[src/rtl/datamemory_arbiter.sv]
// Round-robin arbiter sharing the data-memory port between two requesters,
// with bounded lock ownership and one-cycle-late read response routing.
module datamemory_arbiter #(
  parameter int unsigned ADDRESSWIDTH = 7,
  parameter int unsigned WIDTH        = 8,
  parameter int unsigned LOCK_MAX     = 8
) (
  input  logic                    clk,
  input  logic                    rst_n,

  input  logic                    req0_valid,
  input  logic                    req0_we,
  input  logic                    req0_lock,
  input  logic [ADDRESSWIDTH-1:0] req0_addr,
  input  logic [WIDTH-1:0]        req0_wdata,
  output logic                    req0_ready,
  output logic                    rsp0_valid,
  output logic [WIDTH-1:0]        rsp0_data,

  input  logic                    req1_valid,
  input  logic                    req1_we,
  input  logic                    req1_lock,
  input  logic [ADDRESSWIDTH-1:0] req1_addr,
  input  logic [WIDTH-1:0]        req1_wdata,
  output logic                    req1_ready,
  output logic                    rsp1_valid,
  output logic [WIDTH-1:0]        rsp1_data,

  output logic [ADDRESSWIDTH-1:0] mem_address,
  output logic                    mem_writeEnable,
  output logic [WIDTH-1:0]        mem_dataIn,
  input  logic [WIDTH-1:0]        mem_dataOut
);

  localparam int unsigned     CNT_W      = 8;
  localparam logic [CNT_W-1:0] LOCK_LIMIT = CNT_W'(LOCK_MAX);

  typedef enum logic [1:0] {
    ST_RR    = 2'd0,
    ST_LOCK0 = 2'd1,
    ST_LOCK1 = 2'd2
  } state_e;

  state_e           state_q, state_d;
  logic             last_q, last_d;
  logic [CNT_W-1:0] lock_cnt_q, lock_cnt_d;
  logic             rsp0_valid_q, rsp0_valid_d;
  logic             rsp1_valid_q, rsp1_valid_d;

  logic gnt0, gnt1;
  logic forced_release;

  // Grant decision; gated by rst_n so nothing reaches the memory during reset.
  // A forced release hands the cycle to the other requester as if in RR.
  always_comb begin
    gnt0           = 1'b0;
    gnt1           = 1'b0;
    forced_release = 1'b0;
    if (rst_n) begin
      case (state_q)
        ST_LOCK0: begin
          if (lock_cnt_q >= LOCK_LIMIT) begin
            forced_release = 1'b1;
            gnt1           = req1_valid;
          end else begin
            gnt0 = req0_valid;
          end
        end
        ST_LOCK1: begin
          if (lock_cnt_q >= LOCK_LIMIT) begin
            forced_release = 1'b1;
            gnt0           = req0_valid;
          end else begin
            gnt1 = req1_valid;
          end
        end
        default: begin
          if (req0_valid && req1_valid) begin
            gnt0 = last_q;
            gnt1 = !last_q;
          end else begin
            gnt0 = req0_valid;
            gnt1 = req1_valid;
          end
        end
      endcase
    end
  end

  // Next-state for lock FSM, round-robin pointer, lock counter and responses.
  always_comb begin
    state_d      = state_q;
    last_d       = last_q;
    lock_cnt_d   = lock_cnt_q;
    rsp0_valid_d = gnt0 && !req0_we;
    rsp1_valid_d = gnt1 && !req1_we;

    if (gnt0) begin
      last_d = 1'b0;
    end else if (gnt1) begin
      last_d = 1'b1;
    end

    if ((state_q != ST_RR) && (lock_cnt_q < LOCK_LIMIT)) begin
      lock_cnt_d = lock_cnt_q + CNT_W'(1);
    end

    if (forced_release) begin
      state_d = ST_RR;
    end else if ((state_q == ST_LOCK0) && gnt0 && !req0_lock) begin
      state_d = ST_RR;
    end else if ((state_q == ST_LOCK1) && gnt1 && !req1_lock) begin
      state_d = ST_RR;
    end

    if ((state_q == ST_RR) || forced_release) begin
      if (gnt0 && req0_lock) begin
        state_d = ST_LOCK0;
      end else if (gnt1 && req1_lock) begin
        state_d = ST_LOCK1;
      end
    end

    // Counter restarts on every lock entry and idles at zero in RR.
    if ((state_d == ST_RR) || (state_d != state_q)) begin
      lock_cnt_d = '0;
    end
  end

  always_ff @(posedge clk) begin
    if (!rst_n) begin
      state_q      <= ST_RR;
      last_q       <= 1'b1;
      lock_cnt_q   <= '0;
      rsp0_valid_q <= 1'b0;
      rsp1_valid_q <= 1'b0;
    end else begin
      state_q      <= state_d;
      last_q       <= last_d;
      lock_cnt_q   <= lock_cnt_d;
      rsp0_valid_q <= rsp0_valid_d;
      rsp1_valid_q <= rsp1_valid_d;
    end
  end

  assign req0_ready = gnt0;
  assign req1_ready = gnt1;

  assign mem_address     = gnt0 ? req0_addr  : (gnt1 ? req1_addr  : '0);
  assign mem_dataIn      = gnt0 ? req0_wdata : (gnt1 ? req1_wdata : '0);
  assign mem_writeEnable = (gnt0 && req0_we) || (gnt1 && req1_we);

  assign rsp0_valid = rsp0_valid_q;
  assign rsp1_valid = rsp1_valid_q;
  assign rsp0_data  = mem_dataOut;
  assign rsp1_data  = mem_dataOut;

endmodule

[config.mk]
export PLATFORM = sky130hd
export DESIGN_NAME = datamemory_arbiter
export DESIGN_NICKNAME = d
export VERILOG_FILES = /design/src/rtl/datamemory_arbiter.sv
export SDC_FILE = /design/constraint.sdc
export NUM_CORES = 1
export LEC_CHECK = 0
export ABC_AREA = 1
export CORE_MARGIN = 1
export CORE_UTILIZATION = 33
export DETAILED_ROUTE_END_ITERATION = 10
export GPL_ROUTABILITY_DRIVEN = 0
export HOLD_SLACK_MARGIN = 0.03
export PLACE_DENSITY = 0.82
export SYNTH_ARGS = -nofsm -noshare
export SYNTH_HDL_FRONTEND = slang
export SYNTH_SLANG_ARGS = --single-unit
[constraint.sdc]
create_clock -name clk -period 2.7 [get_ports clk]
set_input_delay 0.81 -clock clk [delete_from_list [all_inputs] [get_ports clk]]
set_output_delay 0.81 -clock clk [all_outputs]
set_load 0.02 [all_outputs]
==> results of run 1 <==
worst register-to-register path: stages (launching register included):
cell and delay (ps):
dfxtp_2 340, inv_2 50, ha_4 270, buf_4 120
nand2_1 60, inv_1 50, nand2_1 90, a21boi_0 220
nand4_1 160, nand3_1 170, nand3_1 140, nand3_4 160
nor2_1 60
layer usage:
| metal | vias to the layer above | share of wire [%] |
|---|---|---|
| li1 | 637 | - |
| met1 | 598 | 38 |
| met2 | 44 | 54 |
| met3 | 12 | 4.5 |
| met4 | 0 | 3.1 |
| met5 | - | 0 |
repair_timing:
action / CTS / global route
setup buffers: 6 / 0
cloned: 0 / 1
gates resized for setup: 129 / 43
pin swaps: 8 / 11
endpoints found under the hold margin: 0 / 0
hold buffers: 0 / 0
setup endpoints to repair: 18 / 18
flip-flops by register name (all words and copies together), names as in the netlist:
| name | count |
|---|---|
| rsp1_valid | 1 |
| last_q | 1 |
| lock_cnt_q | 8 |
| rsp0_valid | 1 |
| state_q | 2 |
report_power, final:
part / total, mW / internal [mW] / switching [mW]
Combinational: 0.327 / 0.169 / 0.158
Sequential: 0.200 / 0.197 / 0.00351
Clock: 0.120 / 0.0550 / 0.0650
Total: 0.647 / 0.421 / 0.226
cell usage in the layout (no fill, tap or decap), types with 2 or more instances in the layout:
cell type / instances
clkdlybuf4s50_1: 36
clkbuf_2: 2
buf_4: 22
nand2_4: 2
nand4_1: 4
a21oi_1: 3
inv_1: 18
buf_2: 2
ha_4: 3
nand3_4: 3
nand3_2: 3
nor2_1: 17
inv_2: 6
ha_1: 2
clkbuf_4: 3
buf_6: 14
dfxtp_2: 2
buf_12: 2
nor2_4: 2
o21ai_2: 10
dfxtp_1: 11
nand3_1: 6
o21ai_1: 5
nand2_1: 38
final timing paths:
| kind | endpoint | cells past startpoint | startpoint | slack, ps |
|---|---|---|---|---|
| max | mem_dataIn[4] | 9 | state_q[1]$_SDFF_PN0_ | 30 |
| min | lock_cnt_q[5]$_SDFFE_PP0P_ | 2 | lock_cnt_q[5]$_SDFFE_PP0P_ | 460 |
| max reg2reg | lock_cnt_q[0]$_SDFFE_PP0P_ | 12 | state_q[1]$_SDFF_PN0_ | 700 |
| min reg2reg | lock_cnt_q[5]$_SDFFE_PP0P_ | 2 | lock_cnt_q[5]$_SDFFE_PP0P_ | 460 |
logic make-up (layout without fill, tap and decap cells):
logic type	after synthesis	count (layout)	share of synthesized area, %
AND/OR/NAND/NOR	78	78	34.51
buffers and inverters	44	111	21.71
AO/OA/AOI/OAI	23	23	11.85
flip-flops	13	13	24.41
adder cells (fa/ha/maj)	5	5	5.869
XOR/XNOR	2	2	1.643
through the flow:
stage | cells | TNS [ps] | hold WS [ps] | power, mW
finish | 276 | 0 | 463.9 | 0.6468
global route | 276 | -43.57 | 490.3 | 0.6778
CTS | 275 | 0 | 441.9 | 0.6006
detailed placement | 265 | -12680 | 429.8 | 0.4649
global placement | 265 | -11740 | 427.0 | 0.4606
floorplan | 165 | -404.5 | 419.8 | 0.3509
area by class of cell:
type | count | area (um2) | area share (%)
Inverter | 25 | 106.4 | 5.373
Tap cell | 44 | 55.05 | 2.781
Clock buffer | 3 | 22.52 | 1.138
Multi-Input combinational cell | 108 | 729.5 | 36.85
Sequential cell | 13 | 262.8 | 13.27
Timing Repair Buffer | 82 | 798.3 | 40.33
Clock inverter | 1 | 5.005 | 0.2528
==> results.yml, run 1 <==
clocking:
  cts_sinks: 13
  cts_tree: "built"
  cts_max_path_buffers: 2
  numCtsBuffers: 3
  h-tree-depth: 1
  cts_root_buffer: "clkbuf_4"
  insertion_delay_ps: 280
  cts.clk_slew.worst_paths_ps: 80
synth:
  synth-edff-count: 0
  ys_ff_latch: 13
  syn-instance-count: 165
  synthArstFlopShare_pct: 0
  syn_nets: 216
  ys.flop_type: "dfxtp_1"
  synth_top_area_share_pct: 24.41
  netlist_area_um2: 1066
  synth.most_common_cell: "nand2_1"
  ys_warn_count: 0
  synth_cell_types: 23
  netlist_top_cells_count: "41 x nand2_1, 24 x inv_1, 17 x nor2_1, 16 x buf_4"
  yosysTopAreaCell: "dfxtp_1"
  synth_area_per_cell_um2: 6.461
  seq_area_frac_synth_pct: 24.41
  synth_area_leaders: "dfxtp_1 24%, nand2_1 14%, buf_4 11%, inv_1 8.5%, o21ai_0 6.1%"
timing:
  maxSlewViolCount: 0
  worstMarginPinSlew_ps: 335.2
  skew_ps: 0.4136
  layout_setup_ws_ps: 32.68
  slew_headroom_pct: 77.57
  fin_crit_sh_pct: 98.79
  final_hold_viol_count: 0
  setup_violations: 0
  min_period_ps: 2667
  fmax_ghz: 0.3749
hold_path:
  hp-class: "flop to flop"
die:
  fp.dieArea_um2: 3462
  die_w_um: 58.84
  std_cell_rows: 20
  coreArea_um2: 3053
  fp.dieH_um: 58.84
  ios: 82
  start_util_pct: 34.92
place:
  placedInstanceArea_um2: 1704
  dp_slack_ps: -785.4
  io_buffers: 57
  dp_hpwl_mm: 2.429
finish:
  diodes: 0
  fin_util_pct: 64.84
  design_area_um2: 1979
  num-nets-final: 284
  n_fill_cell: 233
  area_growth_syn_to_layout_pct: 85.68
  layout-drive-gt1-share_pct: 36.64
route:
  first_pass_iters: 4
  antenna_left: 0
  drt_iter0_drc: 42
  vias: 1291
  drc_errors: 0
  wl_per_cell_um: 13.32
  viasPerCell: 4.678
  totalWireLength_mm: 3.676
global_routing:
  grt.total_usage_pct: 18.41
  grt_antenna_before_repair: 0
  grt.met2_usage_pct: 32.47
  grtUsageMet1_pct: 21.61
  gr-total-overflow: 0
  grt_pass1_vias: 1120
  grt_max_degree: 20
  grt_pass1_wl_mm: 4.830
  grt.met3_usage_pct: 1.538
  grt_busiest_layer: "met2"
power:
  power_density_nw_per_um2: 326.7
  irDropWorstVdd_v: 0.0001955
  total_leakage_power_nw: 0.8810
setup_path:
  crit_required_ps: 1890
  cp_cell_sequence: "inv_2 > ha_4 > buf_4 > nand3_2 > nand2_8 > buf_12 > nand2_1 > o21ai_1 > buf_2"
  cpPeakStageDelay_ps: 340
  critPathLaunchType: "flop"
  cpMaxStageDelayCell: "dfxtp_2"
  cp-end-kind: "output pin"
  critPathKind: "flop to output pin"
  crit_buf_inv: 4
  cp_top_family: "buffers and inverters"
  worstPathArrival_ps: 1860
  critPathMaxFanout: 5
status:
  status: "finished clean"
flow_run:
  drv_cap: 0
(Power assumes the default switching activity.)
==> run 2, diff against run 1 <==
CORE_UTILIZATION = 25   (was 33)
PLACE_DENSITY = 0.69   (was 0.82)
==> run 2 against run 1 <==
Register-to-register slack gained 110 ps. Combinational power shrank 14%. Non-clock buffer count shrank 2. Largest power group unchanged. Sequential share of layout area grew 1.1 points. Sequential power is essentially flat. Setup slack gained 34 ps. Cell count grew 1.4%. Utilization shrank 20 points. Die area grew 31%. Routed wire length shrank 15%. Highest routed layer unchanged.
==> results.yml, run 2 (synthesis gave the netlist of run 1 again) <==
status:
  status: "finished clean"
clocking:
  cts_root_buffer: "clkbuf_8"
  numCtsBuffers: 3
  cts_tree: "built"
  cts.clk_slew.worst_paths_ps: 60
  cts_max_path_buffers: 2
  cts_sinks: 13
  h-tree-depth: 1
  ctsHoldBuffers: 0
  insertion_delay_ps: 250
setup_path:
  cp-end-kind: "output pin"
  rr_endpoint: "lock_cnt_q[0]$_SDFFE_PP0P_"
  r2r_cells: 12
  worstPathArrival_ps: 1820
  critPathLaunchType: "flop"
  critPathMaxFanout: 5
  reg2reg_from: "state_q[0]$_SDFF_PN0_"
  crit_required_ps: 1890
  critPathKind: "flop to output pin"
  reg2reg_setup_slack_ps: 810
route:
  drc_errors: 0
  wl_per_cell_um: 11.18
  vias: 1214
  antenna_left: 0
  viasPerCell: 4.336
  first_pass_iters: 4
  totalWireLength_mm: 3.131
  drt_iter0_drc: 30
finish:
  diodes: 0
  n_fill_cell: 397
  final_common_cell: "nand2_1"
  num-nets-final: 282
  top_regs: "lock_cnt_q (8), state_q (2)"
  fin_util_pct: 45.08
  area_growth_syn_to_layout_pct: 71.60
  layout-drive-gt1-share_pct: 33.04
  final_cell_mix: "41 x nand2_1, 36 x clkdlybuf4s50_1, 23 x buf_4"
  max_flop_register: "lock_cnt_q"
  largest_reg_flops: 8
power:
  irDropWorstVdd_v: 0.0001892
  power_density_nw_per_um2: 360.5
  finalPower_mw: 0.6595
  total_leakage_power_nw: 0.8385
global_routing:
  grt_pass1_wl_mm: 4.464
  grt_antenna_before_repair: 0
  gr-total-overflow: 0
  grt_pass1_vias: 1027
  grt_max_degree: 20
  grt.total_usage_pct: 13.01
timing:
  min_period_ps: 2633
  fin_crit_sh_pct: 97.52
  final_hold_viol_count: 0
  setup_violations: 0
  layout_setup_ws_ps: 66.84
  maxSlewViolCount: 0
  worstMarginPinSlew_ps: 328.0
  skew_ps: 0.7112
  fmax_ghz: 0.3798
  slew_headroom_pct: 78.05
die:
  std_cell_rows: 23
  fp.dieArea_um2: 4529
  fp.dieH_um: 67.30
  ios: 82
  die_w_um: 67.30
  coreArea_um2: 4058
  start_util_pct: 26.27
hold_path:
  hp-start: "lock_cnt_q[6]$_SDFFE_PP0P_"
  hp-class: "flop to flop"
  hold_depth: 2
  whs_endpoint: "lock_cnt_q[6]$_SDFFE_PP0P_"
place:
  dp_slack_ps: -732.2
  io_buffers: 57
  dp_hpwl_mm: 2.274
flow_run:
  drv_cap: 0
run 2: cell count changes in the layout (fill, tap and decap cells not counted), sizes merged:
cell | previous run | this run
dlygate4sd2 | 1 | 0
inv | 24 | 25
clkinv | 2 | 1
clkbuf | 6 | 5
run 2: how the worst max path moves through the flow:
stage                          startpoint             end  cells after the start
CTS                            req1_valid   mem_dataIn[1]                      8
finish              state_q[0]$_SDFF_PN0_  mem_address[1]                      9
global placement               req1_valid   mem_dataIn[4]                      7
global route        state_q[1]$_SDFF_PN0_  mem_address[1]                     10
floorplan                      req1_valid  mem_address[4]                      5
detailed placement             req1_valid   mem_dataIn[4]                      7
run 2: area by class of cell:
cell class	instances	area, um2	area share (%)
repair buffers	80	710.7	38.85
clock inverters	1	5.005	0.2736
clock buffers	3	41.29	2.257
inverters	25	101.3	5.540
flip-flops and latches	13	262.8	14.36
multi-input cells	108	645.6	35.29
well taps	50	62.56	3.420
run 2: routing by layer:
| metal | up-vias | routed length, um | part of all wire (%) | GRT usage [%] |
|---|---|---|---|---|
| met5 | - | 0 | 0 | 0 |
| met4 | 0 | 62 | 2.0 | 7.979 |
| met2 | 20 | 1610 | 51 | 22.00 |
| met1 | 555 | 1363 | 44 | 16.15 |
| met3 | 5 | 94 | 3.0 | 0.5068 |
| li1 | 634 | - | - | - |
run 2: repair_timing:
action,in CTS,in global routing
gates resized for setup,113,23
pin swaps,7,8
buffers inserted,4,2
gates cloned,0,0
setup endpoints to repair,18,17
run 2: where the power goes:
group | leakage [nW] | total, mW | internal [mW] | switching (mW)
logic | 0.707 | 0.282 | 0.146 | 0.136
clock network | 0.0255 | 0.178 | 0.102 | 0.0761
registers | 0.106 | 0.200 | 0.197 | 0.00247
run 2: per-stage QoR:
step / cells / cell area, um2 / hold slack (ps) / setup TNS, ps
6_report: 280 / 1829 / 439.9 / 0
5_1_grt: 280 / 1829 / 459.5 / -24.21
4_1_cts: 278 / 1769 / 441.8 / 0
3_5_place_dp: 270 / 1704 / 432.6 / -12290
3_3_place_gp: 270 / 1704 / 425.9 / -12070
2_1_floorplan: 165 / 1066 / 419.8 / -404.5
run 2: worst max-delay path: stages (launching register included):
cell and delay, ps:
dfxtp_2 330, inv_2 50, ha_4 280, inv_2 40, a31oi_2 180, nand3_2 110, buf_6 140, buf_4 150
o21ai_2 150, buf_6 140
==> run 3, diff against run 2 <==
MAX_ROUTING_LAYER = met4   (was not set)
==> results of run 3 <==
No change in the layout: final DEF, timing and power equal those of run 2.
Main changes from that run: overall routing resource usage 13.01% -> 13.38%
